==> config.mk <==
export PLATFORM = sky130hd
export DESIGN_NAME = arbitro_enrutador
export DESIGN_NICKNAME = d
export VERILOG_FILES = /design/src/rtl/arbitro_enrutador_pkg.sv /design/src/rtl/arbitro_enrutador_codificador_prioridad.sv /design/src/rtl/arbitro_enrutador.sv
export SDC_FILE = /design/constraint.sdc
export NUM_CORES = 1
export LEC_CHECK = 0
export CORE_ASPECT_RATIO = 0.5
export CORE_MARGIN = 1.5
export CORE_UTILIZATION = 25
export CTS_CLUSTER_DIAMETER = 30
export DETAILED_ROUTE_END_ITERATION = 6
export GPL_TIMING_DRIVEN = 0
export HOLD_SLACK_MARGIN = 0.05
export SLEW_MARGIN = 20
export SYNTH_ARGS = -nofsm -noshare
export SYNTH_HDL_FRONTEND = slang
export SYNTH_SLANG_ARGS = --single-unit
export TNS_END_PERCENT = 10
==> constraint.sdc <==
create_clock -name clk -period 4.2 [get_ports clk]
set_input_delay 0.63 -clock clk [delete_from_list [all_inputs] [get_ports clk]]
set_output_delay 0.63 -clock clk [all_outputs]
set_load 0.01 [all_outputs]
==> src/rtl/arbitro_enrutador_pkg.sv <==
// Shared constants and helpers for the 4x4 arbiter/router.
// The destination output of a word is carried in its two top bits.
package arbitro_enrutador_pkg;

    localparam int NUM_PORTS = 4;
    localparam int DATA_W    = 10;
    localparam int CNT_W     = 5;
    localparam int DEST_MSB  = 9;
    localparam int DEST_LSB  = 8;

    function automatic logic [NUM_PORTS-1:0] dest_onehot(input logic [DATA_W-1:0] word);
        return 4'b0001 << word[DEST_MSB:DEST_LSB];
    endfunction

endpackage

==> src/rtl/arbitro_enrutador_codificador_prioridad.sv <==
// Fixed-priority encoder: input 0 wins. Purely combinational one-hot grant.
module codificador_prioridad (
    input  logic [3:0] eligible,
    output logic [3:0] grant,
    output logic       grant_valid
);

    always_comb begin
        grant = 4'b0000;
        casez (eligible)
            4'b???1: grant = 4'b0001;
            4'b??10: grant = 4'b0010;
            4'b?100: grant = 4'b0100;
            4'b1000: grant = 4'b1000;
            default: grant = 4'b0000;
        endcase
        grant_valid = |eligible;
    end

endmodule

==> src/rtl/arbitro_enrutador.sv <==
// Routes head words of four FWFT input FIFOs to four output FIFOs chosen by
// bits [9:8], with strict priority, per-output push counters and a read port.
module arbitro_enrutador
    import arbitro_enrutador_pkg::*;
#(
    parameter int NUM_PORTS = arbitro_enrutador_pkg::NUM_PORTS,
    parameter int DATA_W    = arbitro_enrutador_pkg::DATA_W,
    parameter int CNT_W     = arbitro_enrutador_pkg::CNT_W
) (
    input  logic                 clk,
    input  logic                 reset,
    input  logic                 enable,
    input  logic [NUM_PORTS-1:0] fifo_empty_in,
    input  logic [DATA_W-1:0]    data_in0,
    input  logic [DATA_W-1:0]    data_in1,
    input  logic [DATA_W-1:0]    data_in2,
    input  logic [DATA_W-1:0]    data_in3,
    input  logic [NUM_PORTS-1:0] fifo_almost_full_out,
    output logic [NUM_PORTS-1:0] pop_in,
    output logic [NUM_PORTS-1:0] push_out,
    output logic [DATA_W-1:0]    data_out,
    output logic                 idle,
    input  logic                 req,
    input  logic [1:0]           idx,
    output logic                 valid_contador,
    output logic [CNT_W-1:0]     contador_out
);

    logic [DATA_W-1:0]    words [NUM_PORTS];
    logic [NUM_PORTS-1:0] eligible;
    logic [NUM_PORTS-1:0] grant;
    logic                 grant_valid;
    logic [DATA_W-1:0]    sel_word;
    logic [CNT_W-1:0]     count [NUM_PORTS];

    assign words[0] = data_in0;
    assign words[1] = data_in1;
    assign words[2] = data_in2;
    assign words[3] = data_in3;

    // Almost-full already leaves one word of margin, so in-flight pushes are not tracked.
    always_comb begin
        for (int i = 0; i < NUM_PORTS; i++) begin
            eligible[i] = enable & ~reset & ~fifo_empty_in[i]
                        & ~fifo_almost_full_out[words[i][DEST_MSB:DEST_LSB]];
        end
    end

    codificador_prioridad u_codificador (
        .eligible    (eligible),
        .grant       (grant),
        .grant_valid (grant_valid)
    );

    always_comb begin
        sel_word = '0;
        for (int i = 0; i < NUM_PORTS; i++) begin
            if (grant[i]) sel_word = words[i];
        end
    end

    assign pop_in = grant;

    always_ff @(posedge clk) begin
        if (reset) begin
            push_out <= '0;
            data_out <= '0;
            idle     <= 1'b0;
        end else begin
            push_out <= grant_valid ? dest_onehot(sel_word) : '0;
            if (grant_valid) data_out <= sel_word;
            idle     <= (fifo_empty_in == 4'b1111) && !grant_valid && (push_out == '0);
        end
    end

    always_ff @(posedge clk) begin
        if (reset) begin
            for (int j = 0; j < NUM_PORTS; j++) count[j] <= '0;
        end else begin
            for (int j = 0; j < NUM_PORTS; j++) begin
                if (push_out[j]) count[j] <= count[j] + 1'b1;
            end
        end
    end

    // Reads sample the counter before this cycle's increment lands.
    always_ff @(posedge clk) begin
        if (reset) begin
            valid_contador <= 1'b0;
            contador_out   <= '0;
        end else if (req && idle) begin
            valid_contador <= 1'b1;
            contador_out   <= count[idx];
        end else begin
            valid_contador <= 1'b0;
            contador_out   <= '0;
        end
    end

endmodule
=== Word level (Yosys, flattened, before mapping) ===
Memory sizes are Yosys's and may differ from the RTL's. A register that Yosys moved wholly into a read port is not among the register bits.
Cells that the tools add are included.
Widths: inputs -> output; s select.

* Add/sub/neg operators: 4
* Magnitude comparators: 4
* Equality and inequality tests: 4
* Shift-type cells: 1
* Mux-type cells: 32
* Bitwise gates (word level): 24
* Reductions and logical operators: 8

{| class="wikitable"
|+ Operators with widths
! kind !! number
|-
| $mux 10 || 4
|-
| $add 5x1->5 const B || 4
|-
| $mux 5 || 4
|-
| $mux 1 || 19
|-
| $pmux 4 s4 || 1
|-
| $lt 2x3->1 const B || 4
|-
| $not 1->1 || 11
|-
| $and 1x1->1 || 9
|-
| $bmux 1 s2 || 4
|-
| $eq 4x4->1 const B || 2
|-
| $logic_not 4->1 || 1
|-
| $or 1x1->1 || 4
|-
| $reduce_or 2->1 || 2
|-
| $reduce_or 4->1 || 1
|-
| $shl 1x2->4 const A || 1
|-
| $eq 3x3->1 const B || 1
|-
| $logic_and 1x1->1 || 3
|-
| $eq 2x2->1 const B || 1
|-
| $logic_not 1->1 || 1
|}

* Register bits after elaboration: 16
* RAM bits: 20
* Input bits: 54
* Output and inout port bits: 25
* Memories: 1

{| class="wikitable"
|+ Memories
! memory !! words !! bits a word !! rd ports !! clocked after memory_dff !! wr ports !! line !! source
|-
| count || 4 || 5 || 5 || 1 || 4 || arbitro_enrutador.sv:34 || <nowiki>logic [CNT_W-1:0] count [NUM_PORTS];</nowiki>
|}

=== Longest topological paths before layout ===
* Word-level depth: 11
* Mapped depth: 8
* Gate-level depth less buffers: 6

=== Hierarchy ===
From an unflattened synthesis, not the netlist that was laid out.

* Cell total of the unflattened synthesis: 197
* Area, all modules: 2238.4 um^2

{| class="wikitable"
|+ Modules (own cells, without submodules)
! module !! times used !! cells an instance !! area an instance (um^2) !! seq. area each (um^2)
|-
| arbitro_enrutador || 1 || 192 || 2204.6 || 1021.0
|-
| codificador_prioridad || 1 || 5 || 33.8 || 0.0
|}

=== Worst setup path before layout ===
No wires, ideal clock.

* Kind: input port to output port
* From: input data_in0[8]
* To: output pop_in[1]
* Arrival time: 1961 ps
* Required time: 3570 ps
* Setup slack: 1609 ps
* Cell stages on the path: 6
* Buffers on the path: 2
* Cell sequence: mux4_1 -> or3_1 -> buf_6 -> inv_2 -> buf_2 -> nor2_1

* Longest elaborated chain between the ends: 6
* Elaborated cells on any way between the ends: 8
* Those cells by class: 3 x eq/ne; 3 x mux; 2 x bitwise

{| class="wikitable"
|+ Ends and longest elaborated chain
! what !! line !! source
|-
| start: declaration || arbitro_enrutador.sv:14 || <nowiki>input logic [DATA_W-1:0] data_in0,</nowiki>
|-
| $bmux 1 s2 (*) || arbitro_enrutador.sv:45 || <nowiki>& ~fifo_almost_full_out[words[i][DEST_MSB:DEST_LSB]];</nowiki>
|-
| $mux 1 (not written as such) (*) || arbitro_enrutador.sv:45 ||
|-
| $not 1->1 (*) || arbitro_enrutador.sv:45 ||
|-
| $and 1x1->1 (*) || arbitro_enrutador.sv:45 ||
|-
| $eq 4x4->1 (tied with other cells) || arbitro_enrutador_codificador_prioridad.sv:10 || <nowiki>casez (eligible)</nowiki>
|-
| $pmux 4 s4 (*) || arbitro_enrutador_codificador_prioridad.sv:10 ||
|-
| end: declaration || arbitro_enrutador.sv:19 || <nowiki>output logic [NUM_PORTS-1:0] pop_in,</nowiki>
|}

Mark *: on every way between the ends. The rest lies on a longest branch, timed or not. The select of a mux whose other input is x is not followed.

=== Final worst setup path ===
* From: input reset
* To: output pop_in[3]

* Longest elaborated chain between the ends: 6
* Elaborated cells on any way between the ends: 14
* Those cells by class: 3 x eq/ne; 1 x mux; 10 x bitwise

{| class="wikitable"
|+ Ends and longest elaborated chain
! what !! line !! source
|-
| start: declaration || arbitro_enrutador.sv:11 || <nowiki>input logic reset,</nowiki>
|-
| $not 1->1 (*) || arbitro_enrutador.sv:44 || <nowiki>eligible[i] = enable & ~reset & ~fifo_empty_in[i]</nowiki>
|-
| $and 1x1->1 (*) || arbitro_enrutador.sv:44 ||
|-
| $and 1x1->1 || arbitro_enrutador.sv:44 ||
|-
| $and 1x1->1 || arbitro_enrutador.sv:45 ||
|-
| $eq 4x4->1 (tied with other cells) || arbitro_enrutador_codificador_prioridad.sv:10 ||
|-
| $pmux 4 s4 (*) || arbitro_enrutador_codificador_prioridad.sv:10 ||
|}

Mark *: on every way between the ends. The rest lies on a longest branch, timed or not.

==> flow_results.org <==
** Setup path
- CP Capture Point :: pop_in[3]
- Setup crit start kind :: input pin
- The critical path in this run is classified as in2out.
- The worst register-to-register path ends at count[3][4]$_SDFFCE_PN0P_.
- Crit path from :: reset
- Length in cells of the worst reg-to-reg path :: 4
- Crit path max fanout :: 10
- RR Startpoint :: count[3][0]$_SDFFCE_PN0P_
- The worst register-to-register path has a setup slack of roughly 2900 ps.
- Data on the critical path arrives at its endpoint at 3180 ps.
- At the worst endpoint, the required time is 3570 ps.
- STA classifies the critical path endpoint as a primary output.

** Place
- Buffers placed on the I/O ports in this run total 77.
- Detailed placer's ending HPWL :: 5.16 mm
- Timing analysis after detailed placement gives a worst setup slack of about 420 ps.
- Total cell area at the placement stage :: 3280 µm²
- Routability-driven placement finished with a final weighted congestion of 0.768.

** Route
- Drt first-iter violations :: 78
- The pre-antenna-repair detailed-routing pass consisted of 5 iterations.
- Aggregate routed wire length :: 6.33 mm
- Vias per cell :: about 4.7
- The routed layout has about 2000 vias.
- After detailed routing, the number of remaining DRC violations is 0.
- Number of routed nets with antenna violations :: 0
- After detailed routing, the average wire length per cell comes to about 15 µm.

** GRT
- Across every metal layer, demand over resource in global routing totals 12.7%.
- Largest net degree at the start of global routing :: 15
- Via count of the first global-routing pass :: 1955
- GRT Residual Overflow :: 0
- The first global-routing pass estimated 9.97 mm of wire.
- Number of antenna violations at the first check in global routing :: 0

** Clock tree
- Clock-pin transition on the worst setup and hold timing paths :: 60 ps
- Sinks on Clock Net :: 41
- TritonCTS built the clock tree.
- Counting along the longest clock path gives a buffer depth of 2.
- Gates resized during post-CTS repair numbered 0.
- In this run the post-CTS setup repair buffer count came out at 0.
- H-Tree Level Count :: 2
- Clock latency on the worst-skew pair, taken at its later pin, is about 280 ps.
- The cell sitting at the root of the clock tree is a sky130_fd_sc_hd__clkbuf_16.
- Clock buffer count from CTS :: 5
- For this design, the CTS-stage hold fixing added 0 buffers.

** Floorplanning
- The initial utilization of the core area, before any placement, comes to 26.4%.
- Total die area :: just over 10000 µm²
- Placeable Area :: 8950 µm²
- Number of top-level design ports :: 79
- Measured along the x axis, the die boundary spans 141 µm.
- The die is 71.8 µm tall.
- In this run the core area contains 24 standard-cell rows.

** Power
- Power Density :: roughly 330 nW/µm²
- Summed over all cells, the static leakage comes to 1.23 nW.
- The worst-case IR drop observed on VDD is 0.149 mV.

** Timing
- Final worst clock skew :: just under 4 ps
- Final critical-path setup slack :: 393 ps
- Final Hold Vio Count :: 0
- Total setup violations reported at the end of the flow :: 0
- Total negative slack :: 0 ps
- In the finished design, the share of the clock period the worst path needs comes to around 91%.
- Hold timing on the final database bottoms out at a slack of 485 ps.
- For this run, the top clock speed supported by timing is 263 MHz.
- For the finished layout, the period the worst path requires is roughly 3800 ps.
- In this run the tightest slew margin relative to its limit is approximately 66%.
- For the pin with the worst max-slew slack, the measured transition is 513 ps.
- RSZ-0062 raised after global routing :: no
- Pins Over Slew Limit :: 0

** Logic synthesis
- In this run, synthesis inferred 20 flip-flops with an integrated enable.
- Cell type contributing the most total cell area after synthesis :: sky130_fd_sc_hd__edfxtp_1
- Yosys Warn Count :: 0
- Synthesis produced a netlist with a net count of 273.
- Post-Synthesis Cell Area :: 2370 µm²
- Top-area cell type share of the netlist area :: roughly a quarter
- Ranking of synthesized cells by area :: sky130_fd_sc_hd__edfxtp_1, sky130_fd_sc_hd__dfxtp_1, sky130_fd_sc_hd__mux4_2, sky130_fd_sc_hd__o221ai_2, sky130_fd_sc_hd__nor2_1
- Cell variety after synth :: 43
- Mapped Avg Cell Area :: ~11 µm²
- In this run, synthesis produced a sequential element count of 41.
- In the synthesized netlist, the number of instances is 215.
- Proportion of synthesized chip area in sequential cells :: 43.2%
- In the synthesized netlist the async set-or-reset flop fraction comes to 0%.
- Among all flip-flop cells after synthesis, the most frequent one is sky130_fd_sc_hd__dfxtp_1.

** Finish
- Number of nets at the end of the flow :: ~360
- Final Core Density :: 38.6%
- Finished layout cell area :: 3450 µm²
- The repair_antennas step left the layout with diodes totalling 0.
- Leaving out fill and tap cells, the most frequent cell in the layout is sky130_fd_sc_hd__clkdlybuf4s50_1.
- Fill cells in the final layout number 871.
- In the layout the commonest cells are sky130_fd_sc_hd__clkdlybuf4s50_1, sky130_fd_sc_hd__nor2_1, sky130_fd_sc_hd__dfxtp_1, sky130_fd_sc_hd__edfxtp_1.
- Layout cell share with drive strength beyond 1 :: 17.0%
- The area growth from synthesis to layout is 46.0%.

** Worst hold path
- The worst hold path was traced through 2 stages.
- Path type of the worst min-delay path :: reg2reg

** Run status
- The flow ran to the end, and the final reports show no timing, DRC or antenna violations.

** Run
- Max-cap check violation count :: 0
## worst min path at each step
stage,from,end,slack (ps)
floorplan,data_out[8]$_SDFFE_PP0N_,data_out[8]$_SDFFE_PP0N_,500
global placement,data_out[8]$_SDFFE_PP0N_,data_out[8]$_SDFFE_PP0N_,480
detailed placement,data_out[8]$_SDFFE_PP0N_,data_out[8]$_SDFFE_PP0N_,480
CTS,data_out[8]$_SDFFE_PP0N_,data_out[8]$_SDFFE_PP0N_,480
global route,data_out[9]$_SDFFE_PP0N_,data_out[9]$_SDFFE_PP0N_,500
finish,data_out[8]$_SDFFE_PP0N_,data_out[8]$_SDFFE_PP0N_,480
## report_power, final
| part | switching, mW | internal [mW] | leakage, nW |
|---|---|---|---|
| logic | 0.0890 | 0.129 | 0.773 |
| registers | 0.0260 | 0.452 | 0.381 |
| clock network | 0.157 | 0.281 | 0.0800 |
## critical path, cell delays in order
cell and delay (ps):
sky130_fd_sc_hd__clkdlybuf4s50_1 620, sky130_fd_sc_hd__nand2b_1 330, sky130_fd_sc_hd__buf_2 230, sky130_fd_sc_hd__nor3_1 360, sky130_fd_sc_hd__nand4_2 330, sky130_fd_sc_hd__inv_1 130, sky130_fd_sc_hd__clkdlybuf4s50_1 540
## final cells by class
class	instances	area [µm²]	area share, %
buffer	8	47.5	1.38
clock buffer	5	125	3.62
clock inverter	3	46.3	1.34
inverter	7	26.3	0.761
multi-input combinational	159	1270	36.8
sequential	41	1020	29.6
tap	117	146	4.24
timing repair buffer	77	771	22.3
## stage by stage
stage               cells  power (mW)
finish                417        1.13
global route          417        1.18
CTS                   417        1.14
detailed placement    409       0.705
global placement      409       0.700
floorplan             215       0.586
## registers in the layout (all words and copies together), names as in the netlist
| signal | flops |
|---|---|
| count | 20 |
| data_out | 10 |
| contador_out | 5 |
| push_out | 4 |
| idle | 1 |
| valid_contador | 1 |
## cells in the mapped netlist (7+ instances only)
cell type                  count
sky130_fd_sc_hd__nand2b_1      8
sky130_fd_sc_hd__a21oi_1       8
sky130_fd_sc_hd__xor2_1        8
sky130_fd_sc_hd__edfxtp_1     20
sky130_fd_sc_hd__nor2b_1       9
sky130_fd_sc_hd__nand3_1      10
sky130_fd_sc_hd__or3_1        10
sky130_fd_sc_hd__nor3_2        8
sky130_fd_sc_hd__nor2_1       26
sky130_fd_sc_hd__dfxtp_1      21
sky130_fd_sc_hd__mux4_2        8
sky130_fd_sc_hd__o221ai_2      7
## metal layers
metal  up-vias  GRT usage, %  share of wire (%)
met5         -             0                  0
met4         0          3.82                1.0
li1        988             -                  -
met2        41          22.3                 50
met1       945          16.2                 46
met3         5          2.21                3.2
## cell families (layout without fill, tap and decap cells)
group	Yosys count	after routing	share of synthesized area, %
and+or+nand+nor	100	100	24.6
DFF	41	41	43.2
AOI/OAI and AO/OA	27	27	10.6
muxes	16	16	12.0
buffers and inverters	15	100	3.12
xor gates and xnor gates	12	12	4.44
adders and majority gates	4	4	2.12
(Power assumes the default switching activity.)
